--- config.mk ---
export PLATFORM = sky130hd
export DESIGN_NAME = lif_neuron
export DESIGN_NICKNAME = d
export VERILOG_FILES = /design/src/rtl/lif_pkg.sv /design/src/rtl/lif_leak_timer.sv /design/src/rtl/lif_neuron.sv
export SDC_FILE = /design/constraint.sdc
export NUM_CORES = 1
export LEC_CHECK = 0
export BUFFER_PORTS_ARGS = -buffer_cell sky130_fd_sc_hd__buf_4
export CAP_MARGIN = 20
export CORE_UTILIZATION = 45
export CTS_CLUSTER_SIZE = 10
export DETAILED_ROUTE_END_ITERATION = 7
export PLACE_DENSITY = 0.67
export SLEW_MARGIN = 20
export SYNTH_ARGS = -nofsm -noshare
export SYNTH_HDL_FRONTEND = slang
export SYNTH_HIERARCHICAL = 1
export SYNTH_SLANG_ARGS = --single-unit
--- constraint.sdc ---
create_clock -name clk -period 3.7 [get_ports clk]
set_input_delay 0.37 -clock clk [delete_from_list [all_inputs] [get_ports clk]]
set_output_delay 0.37 -clock clk [all_outputs]
set_load 0.02 [all_outputs]
--- src/rtl/lif_pkg.sv ---
// rtl/lif_pkg.sv - shared types and default constants for the LIF neuron
package lif_pkg;

  typedef enum logic {
    INTEGRATE  = 1'b0,
    REFRACTORY = 1'b1
  } lif_state_e;

  localparam int DEF_WIDTH       = 8;
  localparam int DEF_THRESHOLD   = 64;
  localparam int DEF_EXC_WEIGHT  = 16;
  localparam int DEF_INH_WEIGHT  = 8;
  localparam int DEF_LEAK_PERIOD = 16;
  localparam int DEF_LEAK_SHIFT  = 3;
  localparam int DEF_REFRACT     = 4;

  localparam int SPK_CNT_W = 8;

endpackage

--- src/rtl/lif_leak_timer.sv ---
// rtl/lif_leak_timer.sv - modulo LEAK_PERIOD counter producing the leak tick
module lif_leak_timer
  import lif_pkg::*;
#(
  parameter int LEAK_PERIOD = DEF_LEAK_PERIOD
) (
  input  logic clk,
  input  logic reset_i,
  input  logic en_i,
  input  logic clear_i,
  output logic leak_tick_o
);

  localparam int CW = $clog2(LEAK_PERIOD);
  localparam logic [CW-1:0] LAST = CW'(LEAK_PERIOD - 1);

  logic [CW-1:0] r_cnt;

  assign leak_tick_o = (r_cnt == LAST);

  // Count enabled cycles, wrapping on the tick; clear wins over counting.
  always_ff @(posedge clk) begin
    if (!reset_i) begin
      r_cnt <= '0;
    end else if (clear_i) begin
      r_cnt <= '0;
    end else if (en_i) begin
      r_cnt <= leak_tick_o ? '0 : r_cnt + 1'b1;
    end
  end

endmodule

--- src/rtl/lif_neuron.sv ---
// rtl/lif_neuron.sv - leaky integrate-and-fire neuron with refractory hold-off
module lif_neuron
  import lif_pkg::*;
#(
  parameter int WIDTH       = DEF_WIDTH,
  parameter int THRESHOLD   = DEF_THRESHOLD,
  parameter int EXC_WEIGHT  = DEF_EXC_WEIGHT,
  parameter int INH_WEIGHT  = DEF_INH_WEIGHT,
  parameter int LEAK_PERIOD = DEF_LEAK_PERIOD,
  parameter int LEAK_SHIFT  = DEF_LEAK_SHIFT,
  parameter int REFRACT     = DEF_REFRACT
) (
  input  logic                 clk,
  input  logic                 reset_i,
  input  logic                 en_i,
  input  logic                 excite_i,
  input  logic                 inhibit_i,
  output logic                 spike_o,
  output logic                 refractory_o,
  output logic [WIDTH-1:0]     membrane_o,
  output logic [SPK_CNT_W-1:0] spike_count_o
);

  localparam int SW = WIDTH + 2;
  localparam int RW = $clog2(REFRACT + 1);
  localparam logic [WIDTH-1:0]     THR      = WIDTH'(THRESHOLD);
  localparam logic signed [SW-1:0] EXC_S    = SW'(EXC_WEIGHT);
  localparam logic signed [SW-1:0] INH_S    = SW'(INH_WEIGHT);
  localparam logic signed [SW-1:0] VMAX_S   = SW'((1 << WIDTH) - 1);
  localparam logic [RW-1:0]        REF_LOAD = RW'(REFRACT - 1);

  lif_state_e           r_state;
  logic                 r_spike;
  logic                 r_refr;
  logic [WIDTH-1:0]     r_mem;
  logic [SPK_CNT_W-1:0] r_count;
  logic [RW-1:0]        r_ref_cnt;

  logic                 w_leak_tick;
  logic                 w_timer_en;
  logic                 w_timer_clr;
  logic [WIDTH-1:0]     w_shifted;
  logic [WIDTH-1:0]     w_leak;
  logic [WIDTH-1:0]     w_v1;
  logic signed [SW-1:0] w_sum;
  logic [WIDTH-1:0]     w_v2;
  logic                 w_fire;

  assign w_timer_en  = en_i && (r_state == INTEGRATE);
  assign w_timer_clr = en_i && ((r_state == REFRACTORY) || w_fire);

  lif_leak_timer #(
    .LEAK_PERIOD(LEAK_PERIOD)
  ) u_leak_timer (
    .clk        (clk),
    .reset_i    (reset_i),
    .en_i       (w_timer_en),
    .clear_i    (w_timer_clr),
    .leak_tick_o(w_leak_tick)
  );

  // Candidate potential: leak first, then net synaptic input, clamped to the unsigned range.
  always_comb begin
    w_shifted = r_mem >> LEAK_SHIFT;
    if (r_mem == '0) begin
      w_leak = '0;
    end else if (w_shifted == '0) begin
      w_leak = WIDTH'(1);
    end else begin
      w_leak = w_shifted;
    end
    w_v1  = w_leak_tick ? (r_mem - w_leak) : r_mem;
    w_sum = $signed({2'b00, w_v1});
    if (excite_i) begin
      w_sum = w_sum + EXC_S;
    end
    if (inhibit_i) begin
      w_sum = w_sum - INH_S;
    end
    if (w_sum[SW-1]) begin
      w_v2 = '0;
    end else if (w_sum > VMAX_S) begin
      w_v2 = '1;
    end else begin
      w_v2 = w_sum[WIDTH-1:0];
    end
    w_fire = (w_v2 >= THR);
  end

  // Integrate/fire FSM with refractory down-counter; en_i low freezes everything but the spike flag.
  always_ff @(posedge clk) begin
    if (!reset_i) begin
      r_state   <= INTEGRATE;
      r_spike   <= 1'b0;
      r_refr    <= 1'b0;
      r_mem     <= '0;
      r_count   <= '0;
      r_ref_cnt <= '0;
    end else if (!en_i) begin
      r_spike <= 1'b0;
    end else if (r_state == INTEGRATE) begin
      if (w_fire) begin
        r_state   <= REFRACTORY;
        r_mem     <= '0;
        r_spike   <= 1'b1;
        r_refr    <= 1'b1;
        r_ref_cnt <= REF_LOAD;
        if (r_count != '1) begin
          r_count <= r_count + 1'b1;
        end
      end else begin
        r_mem   <= w_v2;
        r_spike <= 1'b0;
      end
    end else begin
      r_mem   <= '0;
      r_spike <= 1'b0;
      if (r_ref_cnt == '0) begin
        r_state <= INTEGRATE;
        r_refr  <= 1'b0;
      end else begin
        r_ref_cnt <= r_ref_cnt - 1'b1;
      end
    end
  end

  assign spike_o       = r_spike;
  assign refractory_o  = r_refr;
  assign membrane_o    = r_mem;
  assign spike_count_o = r_count;

endmodule

==> flow_summary.ini, run 1 <==
[place]
io_buffer_count = 22
dp_hpwl_um = 3200
place.gp.congestion = 0.876
place_ws_ns = -0.0168

[layout]
multi_input_area_mm2 = 0.00136
final_common_cell = buf_4
seqCellArea_um2 = 524
antennaDiodeCount = 0
drive_above_1_share_pct = 31.1
final_cell_mix = 34 x buf_4, 25 x dfxtp_1, 19 x nand2_1, 14 x nor2_1, 13 x inv_1
fillCellCount = 386
area_growth_pct = 20.5
fin_nets = 270
fin_util_pct = 57.2

[route]
drt-total-wl_um = 4340
ant_nets = 0
drtPass1Iterations = 4
via_per_inst = 5.61
drt_iter0_drc = 72
drc_errors = 0
vias = 1689
routedWlPerCell_um = 14.4

[critical_path]
path_delay_family = simple AND/OR/NAND/NOR gates
critical_path.endpoint_type = flip-flop
worst-path-max-fanout = 5
crit_path_top_delay_cell = or4_4
cp.required_ns = 3.91
crit_chain = nor3_1 -> o21bai_1 -> ha_2 -> fa_2 -> nor2b_2 -> or4_4 -> nand3_4 -> xnor2_2 -> ha_2 -> and2_4 -> nand2_2 -> nor2_4 -> a2111oi_4 -> a21o_1 -> o21a_1 -> nand2b_4 -> a41o_2 -> nor2_2
max_stage_delay_ns = 0.44
crit_path_frequent_cell = ha_2
critPathBufInv = 0
cp-start-kind = flip-flop
arrival_ns = 3.68
crit_type = reg -> reg

[timing]
drv_slew = 0
fin_ws_ns = 0.231
rsz0062_at_grt = false
max-slew-margin-rel_pct = 46.1
fin_worst_skew_ns = 0.00231
max_slew.worst_pin.slew_ns = 0.807
fin_crit_ns = 3.47
report.final.hold_viol_count = 0
timing.final.crit_share_pct = 93.7
setup_viol = 0
fmax_ghz = 0.288

[yosys]
yosys-top-cells-area = dfxtp_1 27%, ha_1 7.2%, nand2_1 4.3%
ys.flop_type = dfxtp_1
synth_cell_types = 65
synth_fp_nets = 240
synth.cell_area_mm2 = 0.00191
async_flop_share_pct = 0
synth_warnings = 6
yosys.area.top_type = dfxtp_1
ys_ff_latch = 26
synth_area_per_cell_um2 = 8.58
synth_top_cell_area_share_pct = 27.2
synth_edf_count = 0
syn-instance-count = 223
yosysSeqAreaShare_pct = 27.2

[grt]
grt_pass1_vias = 1491
antenna_found_initial = 0
grt_max_degree = 14
grt_usage_pct = 19.7
grt_pass1_wl_um = 6800
gr-total-overflow = 0

[power_and_ir_drop]
intPower_mw = 0.531
combPwrFrac_pct = 44.1
p_seq_share_pct = 36.9
leakagePower_nw = 0.940
power_density_mw_per_mm2 = 363
clkPwrFrac_pct = 18.9
ir_drop_mv = 0.183
p_sw_share_pct = 36.6
p_switching_mw = 0.307

[clock_network]
clk_pin_slew_ns = 0.09
ctsHtreeMaxLevel = 1
cts_tree = built
holdBufCountCts = 0
cts.path.max_buffers = 2
clk_latency_ns = 0.26
clock-root-buffer = clkbuf_8
numCtsBuffers = 3
cts_sinks = 26

[run_status]
outcome = complete, no violations

[die]
core_area_mm2 = 0.00403
die-area_mm2 = 0.00452
rows = 23
pin_count = 23
fp.dieH_um = 67.2
die_w_um = 67.2
initial_core_util_pct = 47.5

[run]
max-cap-violations = 0

[min_path]
hp-class = in -> reg
## cell type report
type / count / share of cell area, %
repair buffers: 34 / 11.1
inverters: 16 / 2.60
flip-flops and latches: 26 / 22.7
multi-input cells: 172 / 59.1
clock buffers: 3 / 1.79
well taps: 50 / 2.71
## final timing paths
path                            cells after the start  slack [ns]           from               endpoint
worst min-delay path                                2        0.33           en_i          membrane_o[7]
worst max register to register                     18        0.23  membrane_o[2]  u_leak_timer/r_cnt[0]
worst min register to register                      2        0.47  membrane_o[6]          membrane_o[6]
worst max-delay path                               18        0.23  membrane_o[2]  u_leak_timer/r_cnt[0]
## registers in the layout (all words and copies together) (netlist names)
signal and count:
membrane_o 8, spike_count_o 8, u_leak_timer/r_cnt 4, r_ref_cnt 3
r_state 1, refractory_o 1, spike_o 1
## repair_timing
item,4_1_cts,5_1_grt
buffers inserted,0,4
pin swaps,1,9
gates resized for setup,1,22
endpoints found under the setup margin,3,20
## cells by family after synthesis
kind of cell,after synthesis,synth area share [%]
AOI/OAI and AO/OA,52,21.6
xor gates and xnor gates,12,5.89
adders and majority gates,12,8.24
buffers and inverters,25,5.82
DFF,26,27.2
muxes,6,3.14
and+or+nand+nor,90,28.1
## metrics by stage
step / cells / power (mW) / hold slack [ns] / cell area, um2 / TNS [ns]
after CTS: 297 / 0.809 / 0.338 / 2190 / 0
final: 301 / 0.838 / 0.333 / 2310 / 0
after detailed placement: 294 / 0.649 / 0.489 / 2150 / -0.0168
after floorplan: 223 / 0.566 / 0.475 / 1920 / 0
after global placement: 294 / 0.648 / 0.484 / 2150 / 0
after global routing: 301 / 0.889 / 0.332 / 2310 / 0
## power by group through the flow
stage / clock, mW / sequential, mW / combinational (mW)
6_report: 0.159 / 0.309 / 0.370
3_3_place_gp: 0 / 0.316 / 0.332
4_1_cts: 0.161 / 0.310 / 0.337
3_5_place_dp: 0 / 0.316 / 0.333
5_1_grt: 0.176 / 0.312 / 0.402
2_1_floorplan: 0 / 0.329 / 0.237
## cell usage after synthesis, types with 2 or more instances
cell type  count
a21o_1         3
a21oi_1        9
a31o_2         2
a31oi_1        4
and2_1         3
and3_1         4
and3b_1        2
buf_2          2
buf_6          2
clkbuf_1       5
dfxtp_1       26
ha_1          11
inv_1         16
mux2i_1        6
nand2_1       22
nand2b_1       5
nand3_1        3
nand4_1        5
nand4b_1       2
nor2_1        15
nor2b_1        4
nor3_1         8
nor4_2         2
nor4b_1        2
o21a_1         6
o21ai_0        2
o22ai_1        4
o31a_1         2
xnor2_1        7
xor2_1         4
## per-layer routing
metal,wire (um),share of wire (%),track usage (%),vias to the layer above
met2,2080,48,31.8,11
li1,-,-,-,871
met4,23,0.53,5.59,0
met3,52,1.2,1.52,2
met5,0,0,0,-
met1,2180,50,28.0,805
(Power assumes the default switching activity.)
==> inputs of run 2 (changes only) <==
==> constraint.sdc (replaced) <==
create_clock -name clk -period 2.8 [get_ports clk]
set_input_delay 0.28 -clock clk [delete_from_list [all_inputs] [get_ports clk]]
set_output_delay 0.28 -clock clk [all_outputs]
set_load 0.02 [all_outputs]
==> flow_summary.ini, run 2 (synthesized netlist as in run 1, its figures left out) <==
[run_status]
outcome = finished, violations left
violations = setup timing

[timing]
timing.final.crit_share_pct = 119
report.final.hold_viol_count = 0
fin_hold_ws_ns = 0.236
setup_viol = 24
max-slew-margin-rel_pct = 69.2
fin_ws_ns = -0.536
fin_crit_ns = 3.34
fmax_ghz = 0.300
drv_slew = 0
fin_worst_skew_ns = 0.00290
timing.setup.tns_ns = -10.67
max_slew.worst_pin.slew_ns = 0.458
rsz0062_at_grt = true

[route]
via_per_inst = 5.39
drt_iter0_drc = 80
ant_nets = 0
drtPass1Iterations = 4
vias = 1902
drt-total-wl_um = 5040
routedWlPerCell_um = 14.3
drc_errors = 0

[critical_path]
r2r_end = u_leak_timer/r_cnt[3]
critical_path.endpoint_type = flip-flop
setup.worst_path.end = u_leak_timer/r_cnt[3]
crit_type = reg -> reg
arrival_ns = 3.55
r2r_slack_ns = -0.54
cp-start-kind = flip-flop
reg2reg_depth = 19
worst-path-max-fanout = 3
rr_startpoint = membrane_o[5]
cp.required_ns = 3.01
critPathLaunch = membrane_o[5]

[die]
die-area_mm2 = 0.00452
initial_core_util_pct = 47.5
core_area_mm2 = 0.00403
fp.dieH_um = 67.2
pin_count = 23
die_w_um = 67.2
rows = 23

[clock_network]
clock-root-buffer = clkbuf_8
clk_pin_slew_ns = 0.09
cts_sinks = 26
cts_tree = built
numCtsBuffers = 3
clk_latency_ns = 0.27
ctsHtreeMaxLevel = 1
cts.path.max_buffers = 2

[layout]
fin_nets = 321
final_cell_mix = 80 x buf_4, 24 x dfxtp_1, 17 x nand2_1, 15 x nor2_1, 14 x inv_1
stdcell_count = 353
fillCellCount = 339
area_growth_pct = 45.5
fin_util_pct = 69.1
drive_above_1_share_pct = 43.9
final_common_cell = buf_4
antennaDiodeCount = 0
fin_area_mm2 = 0.00278

[min_path]
hp-class = in -> reg

[place]
dp_hpwl_um = 3730
place.gp.congestion = 0.795
place_ws_ns = -0.594
place_inst = 341
io_buffer_count = 22
dpl-instance-area_mm2 = 0.00259

[power_and_ir_drop]
combPwrFrac_pct = 50.5
ir_drop_mv = 0.375
power_mw = 1.26
p_switching_mw = 0.442
intPower_mw = 0.821
power_density_mw_per_mm2 = 454
clkPwrFrac_pct = 17.1
p_seq_share_pct = 32.4
p_sw_share_pct = 35.0
leakagePower_nw = 1.23

[grt]
antenna_found_initial = 0
grt_max_degree = 15
grt_pass1_vias = 1780
grt_pass1_wl_um = 8020
gr-total-overflow = 0
grt_usage_pct = 23.2

[run]
max-cap-violations = 0
==> run 2: layout make-up <==
cell class / count / area, um2 / area share, %
Clock buffer: 4 / 45.0 / 1.62
Inverter: 16 / 60.1 / 2.16
Multi-Input combinational cell: 172 / 1420 / 50.9
Sequential cell: 26 / 526 / 18.9
Tap cell: 50 / 62.6 / 2.25
Timing Repair Buffer: 85 / 674 / 24.2
==> run 2: power groups by stage <==
stage	Sequential [mW]	Combinational [mW]	Clock (mW)
floorplan	0.437	0.338	0
CTS	0.409	0.598	0.222
global placement	0.416	0.570	0
global route	0.412	0.691	0.234
detailed placement	0.417	0.575	0
finish	0.409	0.637	0.216
==> run 2: worst min path at each step <==
stage	startpoint	end	slack, ns	depth (start not counted)
4_1_cts	en_i	membrane_o[6]	0.23	2
3_5_place_dp	r_ref_cnt[1]	r_ref_cnt[1]	0.50	1
2_1_floorplan	reset_i	u_leak_timer/r_cnt[1]	0.41	2
3_3_place_gp	spike_count_o[5]	spike_count_o[5]	0.48	2
6_report	en_i	membrane_o[6]	0.24	2
5_1_grt	en_i	membrane_o[6]	0.24	2
==> run 2: critical path: stages, from the launching register on <==
cell,delay [ns]
dfxtp_4,0.35
inv_2,0.05
nand4_1,0.08
o21bai_1,0.14
ha_2,0.20
fa_2,0.23
nor2b_2,0.06
or4_4,0.45
nand3_4,0.11
xnor2_2,0.13
ha_2,0.21
and2_4,0.16
nand2_4,0.05
nor2_4,0.13
a2111oi_4,0.07
a21o_1,0.21
o21a_1,0.19
nand2b_4,0.14
a41o_2,0.24
nor2_2,0.08
==> run 2: timing repair <==
item / CTS / global route
pin swaps: 5 / 4
resized for setup: 6 / 10
setup buffers: 3 / 5
setup endpoints to repair: 24 / 24
hold buffers: 0 / 0
endpoints found under the hold margin: 0 / 0
==> run 2: metal layers <==
layer / part of all wire [%] / routed length (um) / up-vias / track usage [%]
met4: 1.7 / 87 / 0 / 7.98
met2: 52 / 2630 / 27 / 42.5
met3: 1.6 / 79 / 8 / 1.69
met5: 0 / 0 / - / 0
met1: 45 / 2240 / 897 / 28.3
li1: - / - / 970 / -
